File: src/rtl/coredma_cache_stream_ctrl_pkg.sv
// Shared constants and sizing helpers for the DMA channel cache stream controller.
// No logic; imported by the interface, the output buffer and the top.
package coredma_cache_stream_ctrl_pkg;

  localparam int DATA_WIDTH_DEF = 128;
  localparam int ADDR_WIDTH_DEF = 7;
  localparam int OBUF_DEPTH     = 2;
  localparam int OBUF_CNT_W     = $clog2(OBUF_DEPTH + 1);

  // COUNT must hold the full cache plus the in-flight read plus both output slots.
  function automatic int count_width(input int addr_width);
    return addr_width + 2;
  endfunction

endpackage

File: src/rtl/coredma_cache_stream_ctrl_if.sv
// Bundles the upstream stream, the downstream stream, the cache SRAM port and the status flags.
// master = controller side, slave = surrounding engines and cache.
interface coredma_cache_stream_ctrl_if #(
  parameter int DATA_WIDTH = coredma_cache_stream_ctrl_pkg::DATA_WIDTH_DEF,
  parameter int ADDR_WIDTH = coredma_cache_stream_ctrl_pkg::ADDR_WIDTH_DEF
);
  import coredma_cache_stream_ctrl_pkg::*;

  localparam int CW = count_width(ADDR_WIDTH);

  logic                  in_valid;
  logic                  in_ready;
  logic [DATA_WIDTH-1:0] in_data;
  logic                  out_valid;
  logic                  out_ready;
  logic [DATA_WIDTH-1:0] out_data;
  logic                  ram_wen;
  logic [ADDR_WIDTH-1:0] ram_waddr;
  logic [DATA_WIDTH-1:0] ram_wdata;
  logic                  ram_ren;
  logic [ADDR_WIDTH-1:0] ram_raddr;
  logic [DATA_WIDTH-1:0] ram_rdata;
  logic [CW-1:0]         count;
  logic                  empty;
  logic                  full;

  modport master (
    input  in_valid, in_data, out_ready, ram_rdata,
    output in_ready, out_valid, out_data,
    output ram_wen, ram_waddr, ram_wdata, ram_ren, ram_raddr,
    output count, empty, full
  );

  modport slave (
    output in_valid, in_data, out_ready, ram_rdata,
    input  in_ready, out_valid, out_data,
    input  ram_wen, ram_waddr, ram_wdata, ram_ren, ram_raddr,
    input  count, empty, full
  );

endinterface

File: src/rtl/coredma_cache_obuf.sv
// Two-entry output buffer fed by cache read responses; head drives the downstream stream.
// Push is written at the clock edge; pop frees the head the same edge; clear empties it.
module coredma_cache_obuf
  import coredma_cache_stream_ctrl_pkg::*;
#(
  parameter int DATA_WIDTH = DATA_WIDTH_DEF
) (
  input  logic                  clock,
  input  logic                  clear,
  input  logic                  push,
  input  logic [DATA_WIDTH-1:0] push_data,
  input  logic                  pop,
  output logic [OBUF_CNT_W-1:0] cnt,
  output logic                  head_valid,
  output logic [DATA_WIDTH-1:0] head_data
);

  logic [DATA_WIDTH-1:0] slot0;
  logic [DATA_WIDTH-1:0] slot1;

  // slot0 is always the head; the read-issue throttle guarantees no push while already full
  always_ff @(posedge clock) begin
    if (clear) begin
      cnt   <= '0;
      slot0 <= '0;
      slot1 <= '0;
    end else begin
      case ({push, pop})
        2'b10: begin
          if (cnt == '0) slot0 <= push_data;
          else           slot1 <= push_data;
          cnt <= cnt + OBUF_CNT_W'(1);
        end
        2'b01: begin
          slot0 <= slot1;
          cnt   <= cnt - OBUF_CNT_W'(1);
        end
        2'b11: begin
          if (cnt == OBUF_CNT_W'(OBUF_DEPTH)) begin
            slot0 <= slot1;
            slot1 <= push_data;
          end else begin
            slot0 <= push_data;
          end
        end
        default: ;
      endcase
    end
  end

  assign head_valid = (cnt != '0);
  assign head_data  = slot0;

endmodule

File: src/rtl/coredma_cache_stream_ctrl.sv
// Streams beats through the channel data cache: write on accept, prefetch into a 2-entry buffer.
// First-word latency 3 cycles, 1 beat/cycle steady state; reads throttle on obuf space, writes on cache space.
module coredma_cache_stream_ctrl
  import coredma_cache_stream_ctrl_pkg::*;
#(
  parameter int DATA_WIDTH = DATA_WIDTH_DEF,
  parameter int ADDR_WIDTH = ADDR_WIDTH_DEF
) (
  input logic                      clock,
  input logic                      reset,
  input logic                      flush,
  coredma_cache_stream_ctrl_if.master io
);

  localparam int                  CW    = count_width(ADDR_WIDTH);
  localparam logic [ADDR_WIDTH:0] DEPTH = {1'b1, {ADDR_WIDTH{1'b0}}};

  logic                  clr;
  logic                  wr;
  logic                  rd;
  logic                  pop;
  logic                  inflight;
  logic [ADDR_WIDTH-1:0] wr_ptr;
  logic [ADDR_WIDTH-1:0] rd_ptr;
  logic [ADDR_WIDTH:0]   ram_cnt;
  logic [OBUF_CNT_W-1:0] obuf_cnt;
  logic                  obuf_vld;
  logic [DATA_WIDTH-1:0] obuf_head;
  logic [2:0]            pending;

  assign clr = reset | flush;

  assign io.in_ready = !clr && (ram_cnt != DEPTH);
  assign wr          = io.in_valid && io.in_ready;

  assign io.out_valid = !clr && obuf_vld;
  assign io.out_data  = clr ? '0 : obuf_head;
  assign pop          = io.out_valid && io.out_ready;

  // Issue only if the response is guaranteed an obuf slot; ram_cnt is registered so a
  // slot written this cycle cannot be read until the next one.
  assign pending = 3'(obuf_cnt) + 3'(inflight);
  assign rd      = !clr && (ram_cnt != '0) && (pending < (3'(OBUF_DEPTH) + 3'(pop)));

  assign io.ram_wen   = wr;
  assign io.ram_waddr = clr ? '0 : wr_ptr;
  assign io.ram_wdata = io.in_data;
  assign io.ram_ren   = rd;
  assign io.ram_raddr = clr ? '0 : rd_ptr;

  always_ff @(posedge clock) begin
    if (clr) begin
      wr_ptr   <= '0;
      rd_ptr   <= '0;
      ram_cnt  <= '0;
      inflight <= 1'b0;
    end else begin
      if (wr) wr_ptr <= wr_ptr + ADDR_WIDTH'(1);
      if (rd) rd_ptr <= rd_ptr + ADDR_WIDTH'(1);
      ram_cnt  <= ram_cnt + (ADDR_WIDTH+1)'(wr) - (ADDR_WIDTH+1)'(rd);
      inflight <= rd;
    end
  end

  // A response landing during clear is dropped; inflight is already zero the cycle after.
  coredma_cache_obuf #(
    .DATA_WIDTH (DATA_WIDTH)
  ) u_obuf (
    .clock      (clock),
    .clear      (clr),
    .push       (inflight),
    .push_data  (io.ram_rdata),
    .pop        (pop),
    .cnt        (obuf_cnt),
    .head_valid (obuf_vld),
    .head_data  (obuf_head)
  );

  assign io.count = CW'(ram_cnt) + CW'(inflight) + CW'(obuf_cnt);
  assign io.empty = (io.count == '0);
  assign io.full  = (ram_cnt == DEPTH);

endmodule

File: src/flat_wrapper.sv
// flat-port wrapper written by rule: the top's interface ports become plain ports
module coredma_cache_stream_ctrl_flat import coredma_cache_stream_ctrl_pkg::*;
#(
  parameter int DATA_WIDTH = DATA_WIDTH_DEF,
  parameter int ADDR_WIDTH = ADDR_WIDTH_DEF
)
  (clock, reset, flush, io_in_valid, io_in_data, io_out_ready, io_ram_rdata, io_in_ready, io_out_valid, io_out_data, io_ram_wen, io_ram_waddr, io_ram_wdata, io_ram_ren, io_ram_raddr, io_count, io_empty, io_full);
  coredma_cache_stream_ctrl_if #(.DATA_WIDTH(DATA_WIDTH), .ADDR_WIDTH(ADDR_WIDTH)) io_i ();
  input logic clock;
  input logic reset;
  input logic flush;
  input wire logic [$bits(io_i.in_valid)-1:0] io_in_valid;
  input wire logic [$bits(io_i.in_data)-1:0] io_in_data;
  input wire logic [$bits(io_i.out_ready)-1:0] io_out_ready;
  input wire logic [$bits(io_i.ram_rdata)-1:0] io_ram_rdata;
  output wire logic [$bits(io_i.in_ready)-1:0] io_in_ready;
  output wire logic [$bits(io_i.out_valid)-1:0] io_out_valid;
  output wire logic [$bits(io_i.out_data)-1:0] io_out_data;
  output wire logic [$bits(io_i.ram_wen)-1:0] io_ram_wen;
  output wire logic [$bits(io_i.ram_waddr)-1:0] io_ram_waddr;
  output wire logic [$bits(io_i.ram_wdata)-1:0] io_ram_wdata;
  output wire logic [$bits(io_i.ram_ren)-1:0] io_ram_ren;
  output wire logic [$bits(io_i.ram_raddr)-1:0] io_ram_raddr;
  output wire logic [$bits(io_i.count)-1:0] io_count;
  output wire logic [$bits(io_i.empty)-1:0] io_empty;
  output wire logic [$bits(io_i.full)-1:0] io_full;
  assign io_i.in_valid = io_in_valid;
  assign io_i.in_data = io_in_data;
  assign io_i.out_ready = io_out_ready;
  assign io_i.ram_rdata = io_ram_rdata;
  assign io_in_ready = io_i.in_ready;
  assign io_out_valid = io_i.out_valid;
  assign io_out_data = io_i.out_data;
  assign io_ram_wen = io_i.ram_wen;
  assign io_ram_waddr = io_i.ram_waddr;
  assign io_ram_wdata = io_i.ram_wdata;
  assign io_ram_ren = io_i.ram_ren;
  assign io_ram_raddr = io_i.ram_raddr;
  assign io_count = io_i.count;
  assign io_empty = io_i.empty;
  assign io_full = io_i.full;
  coredma_cache_stream_ctrl #(.DATA_WIDTH(DATA_WIDTH), .ADDR_WIDTH(ADDR_WIDTH)) u_core (.clock(clock), .reset(reset), .flush(flush), .io(io_i));
endmodule
File: config.mk
export PLATFORM = sky130hd
export DESIGN_NAME = coredma_cache_stream_ctrl_flat
export DESIGN_NICKNAME = d
export VERILOG_FILES = /design/src/rtl/coredma_cache_stream_ctrl_pkg.sv /design/src/rtl/coredma_cache_stream_ctrl_if.sv /design/src/rtl/coredma_cache_obuf.sv /design/src/rtl/coredma_cache_stream_ctrl.sv /design/src/flat_wrapper.sv
export SDC_FILE = /design/constraint.sdc
export NUM_CORES = 1
export LEC_CHECK = 0
export CAP_MARGIN = 20
export CORE_AREA = 10 10 207 209
export CTS_CLUSTER_SIZE = 8
export DETAILED_ROUTE_END_ITERATION = 10
export DIE_AREA = 0 0 217 219
export PLACE_DENSITY = 0.65
export SETUP_SLACK_MARGIN = 0.3
export SYNTH_ARGS = -nofsm -noshare
export SYNTH_HDL_FRONTEND = slang
export SYNTH_SLANG_ARGS = --single-unit
File: constraint.sdc
create_clock -name clock -period 6.4 [get_ports clock]
set_clock_uncertainty 0.2 [all_clocks]
set_input_delay 0.64 -clock clock [delete_from_list [all_inputs] [get_ports clock]]
set_output_delay 0.64 -clock clock [all_outputs]
set_load 0.05 [all_outputs]
==> flow_summary.yaml, run 1 <==
run_status:
  status: "finished, final reports clean"
yosys:
  synth_area_leaders: "dfxtp_1 44%, nand2_1 12%, a21oi_1 10%"
  synth.top_cell.area_share: 0.441
  syn_nets: 1911
  ys_warn_count: 0
  ys_ff_latch: 281
  ys_seq_area_frac: 0.441
  synth.largest_area_cell: "dfxtp_1"
  synthDistinctLibCells: 47
  synthArstFlopShare: 0
  synth_edf_count: 0
  ys.flop_type: "dfxtp_1"
  syn_inst: 1622
  synth.avg_cell_area_um2: 7.87
  netlist_area_mm2: 0.0128
finish:
  area_growth_pct: 27.2
  finalNonFillerCells: 2250
  fin_util: 0.421
  layout-drive-gt1-share: 0.0440
  fin_nets: 2013
  fillers: 3873
placed_design:
  io_buffer_count: 289
  gp_congestion: 0.818
  place_inst: 2198
  hpwl_um: 27700
critical_path:
  worstSetupPathType: "reg -> out"
  crit_arrival_ns: 3.69
  worstPathRequired_ns: 5.56
  cp-start-kind: "flip-flop"
  crit_fanout: 8
  endpoint_kind: "output pin"
floorplan:
  pin_count: 546
  coreArea_mm2: 0.0386
  std_cell_rows: 72
  start_util: 0.331
  die_h_um: 219
  die-area_mm2: 0.0475
  die_w_um: 217
power_and_ir_drop:
  finalPower_w: 0.00491
  p_leak_nw: 6.62
  intPower_w: 0.00345
  swShare: 0.298
  cellPowerDensity_mw_per_mm2: 302
  power.share.sequential: 0.390
  p_comb_frac: 0.218
  clkPwrFrac: 0.393
  max-vdd-ir-drop_mv: 0.185
  switching_power_w: 0.00147
detailed_routing:
  via_count: 11479
  wl_per_cell_um: 18.9
  met1Wirelength_um: 16900
  drc: 0
  dr.max_layer_used: "met5"
  drt-initial-drc-count: 737
  antenna_left: 0
  wl_met3_um: 3870
  via_per_inst: 5.10
  met2_length_um: 20500
  drt-pass1-iter-count: 7
  wirelength_um: 42400
timing:
  rsz0062_at_grt: "false"
  finalCritPeriodShare: 0.708
  setup_violations: 0
  fmax_mhz: 221
  maxSlewViolCount: 0
  worst_pin_slew_ns: 1.03
  fin_hold_ws_ns: 0.252
  min_period_ns: 4.53
  slew_headroom: 0.313
  hold_viol: 0
  tns_ns: 0
hold_path:
  hold_class: "reg -> reg"
clocking:
  cts_resized: 0
  ctsHtreeMaxLevel: 2
  hold_buffers: 0
  clock_latency_ns: 0.54
  clk_pin_slew_ns: 0.05
  cts_setup_buffers: 0
  numCtsBuffers: 41
  cts_sinks: 281
  cts_buffer_depth: 3
  tritoncts: "yes"
  clock-root-buffer: "clkbuf_16"
global_routing:
  antenna_found_initial: 8
  grt_remaining_overflow: 0
  grt_usage: 0.169
  grt_max_degree: 107
  grt_pass1_wl_um: 65500
  first_global_vias: 11366
flow_run:
  maxCapViolations: 0
[placed cells by master (no fill, tap or decap), types with 3 or more instances in the layout]
master,synthesis,layout
or3_1,3,3
nor4b_1,3,3
a221oi_1,128,128
ha_1,25,25
xnor2_1,13,13
clkdlybuf4s50_1,0,289
buf_4,128,15
nand4_1,7,7
nor3_1,5,5
and2_1,15,15
fa_1,3,3
nand3_1,5,5
a211oi_1,4,4
a21oi_1,265,265
or4_1,4,4
nor2_1,21,20
mux2_2,4,4
clkbuf_16,0,43
o31ai_1,5,5
nand2_1,395,395
nor2b_1,4,4
nor4_1,4,4
diode_2,0,5
inv_1,151,151
dfxtp_1,281,281
[path summary, 6_finish.rpt]
path,start,endpoint,slack [ns],cells after the start
setup / recovery,u_core.u_obuf.cnt[0]$_SDFFE_PP0P_,io_empty,1.87,8
hold / removal,u_core.u_obuf.slot1[91]$_SDFFE_PP0P_,u_core.u_obuf.slot1[91]$_SDFFE_PP0P_,0.25,2
setup reg to reg,u_core.ram_cnt[2]$_SDFF_PP0_,u_core.ram_cnt[6]$_SDFF_PP0_,2.51,15
hold reg to reg,u_core.u_obuf.slot1[91]$_SDFFE_PP0P_,u_core.u_obuf.slot1[91]$_SDFFE_PP0P_,0.25,2
[critical path: stages, from the launching register on]
cell	delay (ns)
dfxtp_1	0.53
fa_1	0.28
inv_1	0.06
fa_1	0.44
nand3b_1	0.20
xnor2_1	0.15
nor4b_1	0.30
nor4b_1	0.31
clkdlybuf4s50_1	0.88
[cell type report]
cell class / instances / area, um2 / share of cell area
Antenna cell: 5 / 12.5 / 0.000770
Multi-Input combinational cell: 942 / 5210 / 0.321
Sequential cell: 281 / 5630 / 0.346
Timing Repair Buffer: 307 / 3070 / 0.189
Tap cell: 518 / 648 / 0.0399
Inverter: 151 / 567 / 0.0349
Clock buffer: 44 / 1090 / 0.0671
Clock inverter: 2 / 16.3 / 0.00100
[stage by stage]
step / setup WS, ns / cell area [um2]
6_report: 1.87 / 16200
5_1_grt: 1.64 / 16200
4_1_cts: 1.83 / 16200
3_5_place_dp: 1.72 / 15100
3_3_place_gp: 1.74 / 15100
2_1_floorplan: 1.27 / 12800
[flip-flops by register name, indices dropped and copies added, names as in the netlist]
register and count:
u_core.u_obuf.cnt 2, u_core.rd_ptr 7, u_core.wr_ptr 7, u_core.inflight 1, u_core.u_obuf.slot1 128, u_core.u_obuf.head_data 128, u_core.ram_cnt 8
[power groups by stage]
stage	clock network (W)	registers, W	logic (W)
detailed placement	0	0.00195	0.00107
floorplan	0	0.00193	0.000922
CTS	0.00199	0.00191	0.00107
finish	0.00193	0.00191	0.00107
global placement	0	0.00194	0.00105
global route	0.00205	0.00192	0.00117
[synth_stat cells, types with 5 or more instances]
cell and n:
inv_1 151, dfxtp_1 281, nor2_1 21, a21oi_1 265
nand3_1 5, o31ai_1 5, nor3_1 5, nand2_1 395
xnor2_1 13, clkbuf_1 114, and2_1 15, a221oi_1 128
buf_4 128, ha_1 25, nand4_1 7
[layer usage]
layer,track usage,up-vias
met5,0,-
met4,0.0699,8
met3,0.0590,81
met2,0.278,449
met1,0.198,5439
li1,-,5502
[cells by family after synthesis]
family | synth area share
buffers and inverters | 0.156
AO/OA/AOI/OAI | 0.206
flip-flops | 0.441
XOR/XNOR | 0.0103
AND/OR/NAND/NOR | 0.153
adder cells (fa/ha/maj) | 0.0292
multiplexers | 0.00510
Power figures use the tool's default switching activity.
==> run 2: changes to the inputs <==
Clock period 6.4 ns to 4.7 ns, I/O delays scaled along.
==> flow_summary.yaml, run 2 (synthesis gave the netlist of run 1 again) <==
placed_design:
  io_buffer_count: 289
  gp_congestion: 0.803
  hpwl_um: 27400
detailed_routing:
  antenna_left: 0
  wl_per_cell_um: 18.7
  via_per_inst: 5.14
  wirelength_um: 41900
  drt-initial-drc-count: 798
  drt-pass1-iter-count: 5
  via_count: 11545
  drc: 0
timing:
  hold_viol: 0
  fin_hold_ws_ns: 0.251
  min_period_ns: 3.83
  setup_violations: 0
  slew_headroom: 0.387
  worst_pin_slew_ns: 0.920
  maxSlewViolCount: 0
  finalCritPeriodShare: 0.816
  rsz0062_at_grt: "false"
  fmax_mhz: 261
  tns_ns: 0
critical_path:
  cp-start-kind: "flip-flop"
  endpoint_kind: "output pin"
  slowest_stage: "dfxtp_1"
  critPathLaunch: "u_core.u_obuf.cnt[0]$_SDFFE_PP0P_"
  crit_path_max_incr_delay_ns: 0.52
  reg2reg_setup_slack_ns: 0.88
  path_cells: "fa_1 > inv_1 > fa_1 > nand3b_1 > xnor2_1 > nor4b_1 > nor4b_1 > dlymetal6s2s_1"
  worstSetupPathType: "reg -> out"
  crit_fanout: 8
  crit_arrival_ns: 3.16
  endpoint: "io_empty"
  r2r-end: "u_core.ram_cnt[6]$_SDFF_PP0_"
  reg2reg_from: "u_core.u_obuf.cnt[0]$_SDFFE_PP0P_"
  worstPathRequired_ns: 4.03
  reg2reg_depth: 12
hold_path:
  min-delay-start: "u_core.u_obuf.slot1[43]$_SDFFE_PP0P_"
  hold_class: "reg -> reg"
clocking:
  clock_latency_ns: 0.51
  cts_resized: 0
  cts_sinks: 281
  clk_pin_slew_ns: 0.05
  cts_setup_buffers: 0
  clock-root-buffer: "clkbuf_16"
  numCtsBuffers: 41
  tritoncts: "yes"
  cts_buffer_depth: 3
  ctsHtreeMaxLevel: 2
  hold_buffers: 0
global_routing:
  antenna_found_initial: 6
  grt_max_degree: 129
  grt_pass1_wl_um: 64500
  first_global_vias: 11292
  grt_usage: 0.166
  grt_remaining_overflow: 0
power_and_ir_drop:
  finalPower_w: 0.00662
  cellPowerDensity_mw_per_mm2: 407
  max-vdd-ir-drop_mv: 0.268
  p_leak_nw: 6.62
finish:
  fillers: 3914
  area_growth_pct: 27.3
  mostFrequentLayoutCells: "395 x nand2_1, 288 x clkdlybuf4s50_1, 281 x dfxtp_1, 265 x a21oi_1, 151 x inv_1"
  layout-drive-gt1-share: 0.0412
  fin_nets: 2010
  layout_commonest_cell: "nand2_1"
floorplan:
  coreArea_mm2: 0.0386
  start_util: 0.331
  std_cell_rows: 72
  pin_count: 546
  die_w_um: 217
  die-area_mm2: 0.0475
  die_h_um: 219
run_status:
  status: "finished, final reports clean"
flow_run:
  maxCapViolations: 0
run 2: area by class of cell:
type	instances	area, um2	area share
flip-flops and latches	281	5630	0.346
multi-input cells	942	5220	0.321
repair buffers	304	3120	0.192
clock buffers	47	1060	0.0652
well taps	518	648	0.0399
inverters	151	567	0.0349
diodes	3	7.51	0.000462
run 2: routing by layer:
metal,vias to the layer above,part of all wire,global-route usage,wire length (um)
met5,-,0.0011,0.00520,44
met4,4,0.031,0.0632,1280
met3,98,0.089,0.0550,3710
met2,438,0.49,0.277,20300
met1,5504,0.39,0.194,16500
li1,5501,-,-,-
run 2: critical path: cells and delay by family (launching register included):
| kind | cells | cell delay, ns |
|---|---|---|
| XOR/XNOR | 1 | 0.16 |
| adder cells (fa/ha/maj) | 2 | 0.69 |
| buffers and inverters | 2 | 0.53 |
| flip-flops | 1 | 0.52 |
| AND/OR/NAND/NOR | 3 | 0.75 |
run 2: per-stage QoR:
stage	utilization	cell area [um2]	setup slack, ns	std cells
floorplan	-	12800	0.312	1622
global placement	0.394	15200	0.543	2196
detailed placement	0.394	15200	0.518	2196
CTS	0.421	16200	0.444	2243
global route	0.421	16200	0.545	2244
finish	0.421	16200	0.867	2246
run 2: power by group:
| part | internal [W] | switching, W |
|---|---|---|
| clock | 0.00155 | 0.000983 |
| combinational | 0.000550 | 0.000923 |
| sequential | 0.00254 | 0.0000701 |
| total | 0.00464 | 0.00198 |
run 2: worst min-delay path by stage:
stage,endpoint,slack (ns),cells after the start
final,u_core.u_obuf.slot1[43]$_SDFFE_PP0P_,0.25,2
after global routing,u_core.u_obuf.slot1[99]$_SDFFE_PP0P_,0.27,2
after CTS,u_core.u_obuf.slot1[43]$_SDFFE_PP0P_,0.25,2
after detailed placement,u_core.u_obuf.slot1[43]$_SDFFE_PP0P_,0.25,2
after global placement,u_core.u_obuf.slot1[77]$_SDFFE_PP0P_,0.24,2
after floorplan,u_core.u_obuf.slot1[0]$_SDFFE_PP0P_,0.24,2
==> run 3: changes to the inputs <==
Settings changed: CORE_AREA 10 10 207 209 to 10 10 203 205, DIE_AREA 0 0 217 219 to 0 0 213 215, PLACE_DENSITY 0.65 to 0.7.
Clock period 4.7 ns to 3.33 ns, I/O delays scaled along.
==> flow_summary.yaml, run 3 (synthesis gave the netlist of run 1 again) <==
flow_run:
  maxCapViolations: 0
critical_path:
  worstSetupPathType: "reg -> out"
  path_cells: "fa_2 > inv_2 > fa_2 > nand3b_1 > xnor2_2 > nor4b_2 > nor4b_4 > buf_12"
  crit_arrival_ns: 2.69
  crit_path_max_incr_delay_ns: 0.37
  worstPathRequired_ns: 2.80
  slowest_stage: "dfxtp_4"
  crit_fanout: 4
  crit_top_cell: "fa_2"
  endpoint_kind: "output pin"
  reg2reg_depth: 12
  cp-start-kind: "flip-flop"
detailed_routing:
  drt-pass1-iter-count: 7
  drc: 0
  drt-initial-drc-count: 668
  wirelength_um: 41500
  via_per_inst: 5.26
  via_count: 11803
  antenna_left: 0
  wl_per_cell_um: 18.5
clocking:
  cts_buffer_depth: 3
  clk_pin_slew_ns: 0.05
  hold_buffers: 0
  clock_latency_ns: 0.52
  cts_sinks: 281
  numCtsBuffers: 41
  clock-root-buffer: "clkbuf_16"
  ctsHtreeMaxLevel: 2
  tritoncts: "yes"
power_and_ir_drop:
  switching_power_w: 0.00290
  p_comb_frac: 0.244
  cellPowerDensity_mw_per_mm2: 597
  p_leak_nw: 7.23
  power.share.sequential: 0.376
  max-vdd-ir-drop_mv: 0.427
  intPower_w: 0.00689
  swShare: 0.297
  clkPwrFrac: 0.380
floorplan:
  die_w_um: 213
  pin_count: 546
  start_util: 0.343
  die_h_um: 215
  std_cell_rows: 71
  die-area_mm2: 0.0458
  coreArea_mm2: 0.0372
timing:
  rsz0062_at_grt: "true"
  fmax_mhz: 310
  setup_slack_ns: 0.105
  worst_pin_slew_ns: 0.911
  slew_headroom: 0.393
  maxSlewViolCount: 0
  setup_violations: 0
  finalCritPeriodShare: 0.968
  tns_ns: 0
  min_period_ns: 3.22
  hold_viol: 0
global_routing:
  first_global_vias: 11607
  grt_pass1_wl_um: 64500
  grt_usage: 0.172
  grt_remaining_overflow: 0
  antenna_found_initial: 4
  grt_max_degree: 80
placed_design:
  gp_congestion: 0.795
  hpwl_um: 27500
  io_buffer_count: 289
  pre_cts_ws_ns: -0.347
finish:
  fin_nets: 2048
  layout-drive-gt1-share: 0.164
  fillers: 3640
  area_growth_pct: 28.6
  mostFrequentLayoutCells: "395 x nand2_1, 272 x dfxtp_1, 265 x a21oi_1, 178 x buf_4, 146 x inv_1"
  layout_commonest_cell: "nand2_1"
hold_path:
  hold_path_depth: 3
  hold_class: "in -> reg"
run_status:
  status: "finished, final reports clean"
run 3: cell count changes in the layout (fill, tap and decap cells not counted), sizes merged:
cell and delta:
buf +180, dlymetal6s2s -1, clkdlybuf4s50 -148, clkdlybuf4s15 +3
dlygate4sd2 +3, clkbuf +3, inv +1
run 3: power by group through the flow:
stage          Sequential (W)  Clock [W]  Combinational, W
5_1_grt               0.00369    0.00395           0.00257
3_5_place_dp          0.00375          0           0.00227
6_report              0.00368    0.00372           0.00239
2_1_floorplan         0.00372          0           0.00187
3_3_place_gp          0.00374          0           0.00223
4_1_cts               0.00368    0.00381           0.00236
run 3: final timing paths:
| path | startpoint | end | slack, ns |
|---|---|---|---|
| hold reg to reg | u_core.u_obuf.slot1[91]$_SDFFE_PP0P_ | u_core.u_obuf.slot1[91]$_SDFFE_PP0P_ | 0.25 |
| setup / recovery | u_core.u_obuf.cnt[0]$_SDFFE_PP0P_ | io_empty | 0.11 |
| hold / removal | io_ram_rdata[51] | u_core.u_obuf.slot1[51]$_SDFFE_PP0P_ | 0.19 |
| setup reg to reg | u_core.u_obuf.cnt[0]$_SDFFE_PP0P_ | u_core.ram_cnt[6]$_SDFF_PP0_ | 0.18 |
run 3: layout make-up:
type | count | area [um2] | share of cell area
Clock buffer | 49 | 1120 | 0.0682
Tap cell | 474 | 593 | 0.0361
Sequential cell | 281 | 5650 | 0.344
Inverter | 151 | 567 | 0.0345
Multi-Input combinational cell | 942 | 5340 | 0.325
Timing Repair Buffer | 342 | 3130 | 0.191
Antenna cell | 3 | 7.51 | 0.000457
Clock inverter | 1 | 8.76 | 0.000534
run 3: metrics by stage:
step,instances,utilization,hold WS (ns),total power (W),instance area (um2)
floorplan,1622,-,0.236,0.00560,12900
CTS,2238,0.440,0.163,0.00984,16400
global placement,2179,0.407,0.241,0.00597,15100
global route,2241,0.441,0.169,0.0102,16400
detailed placement,2179,0.407,0.247,0.00602,15100
finish,2243,0.441,0.188,0.00979,16400
run 3: worst max-delay path, delay by kind of cell, from the launching register on:
kind,cells,cell delay (ns)
xor gates and xnor gates,1,0.17
buffers and inverters,2,0.23
DFF,1,0.37
and+or+nand+nor,3,0.82
adders and majority gates,2,0.58
run 3: routing by layer:
layer  GRT usage  wire [um]
met5           0         13
met4      0.0745       1540
met3      0.0553       4040
met2       0.286      20100
met1       0.198      15900
run 3: timing repair:
| item | 4_1_cts | 5_1_grt |
|---|---|---|
| pin swaps | 2 | 2 |
| setup buffers | 9 | 2 |
| endpoints found under the setup margin | 11 | 8 |
| endpoints found under the hold margin | 0 | 0 |
| resized for setup | 32 | 6 |
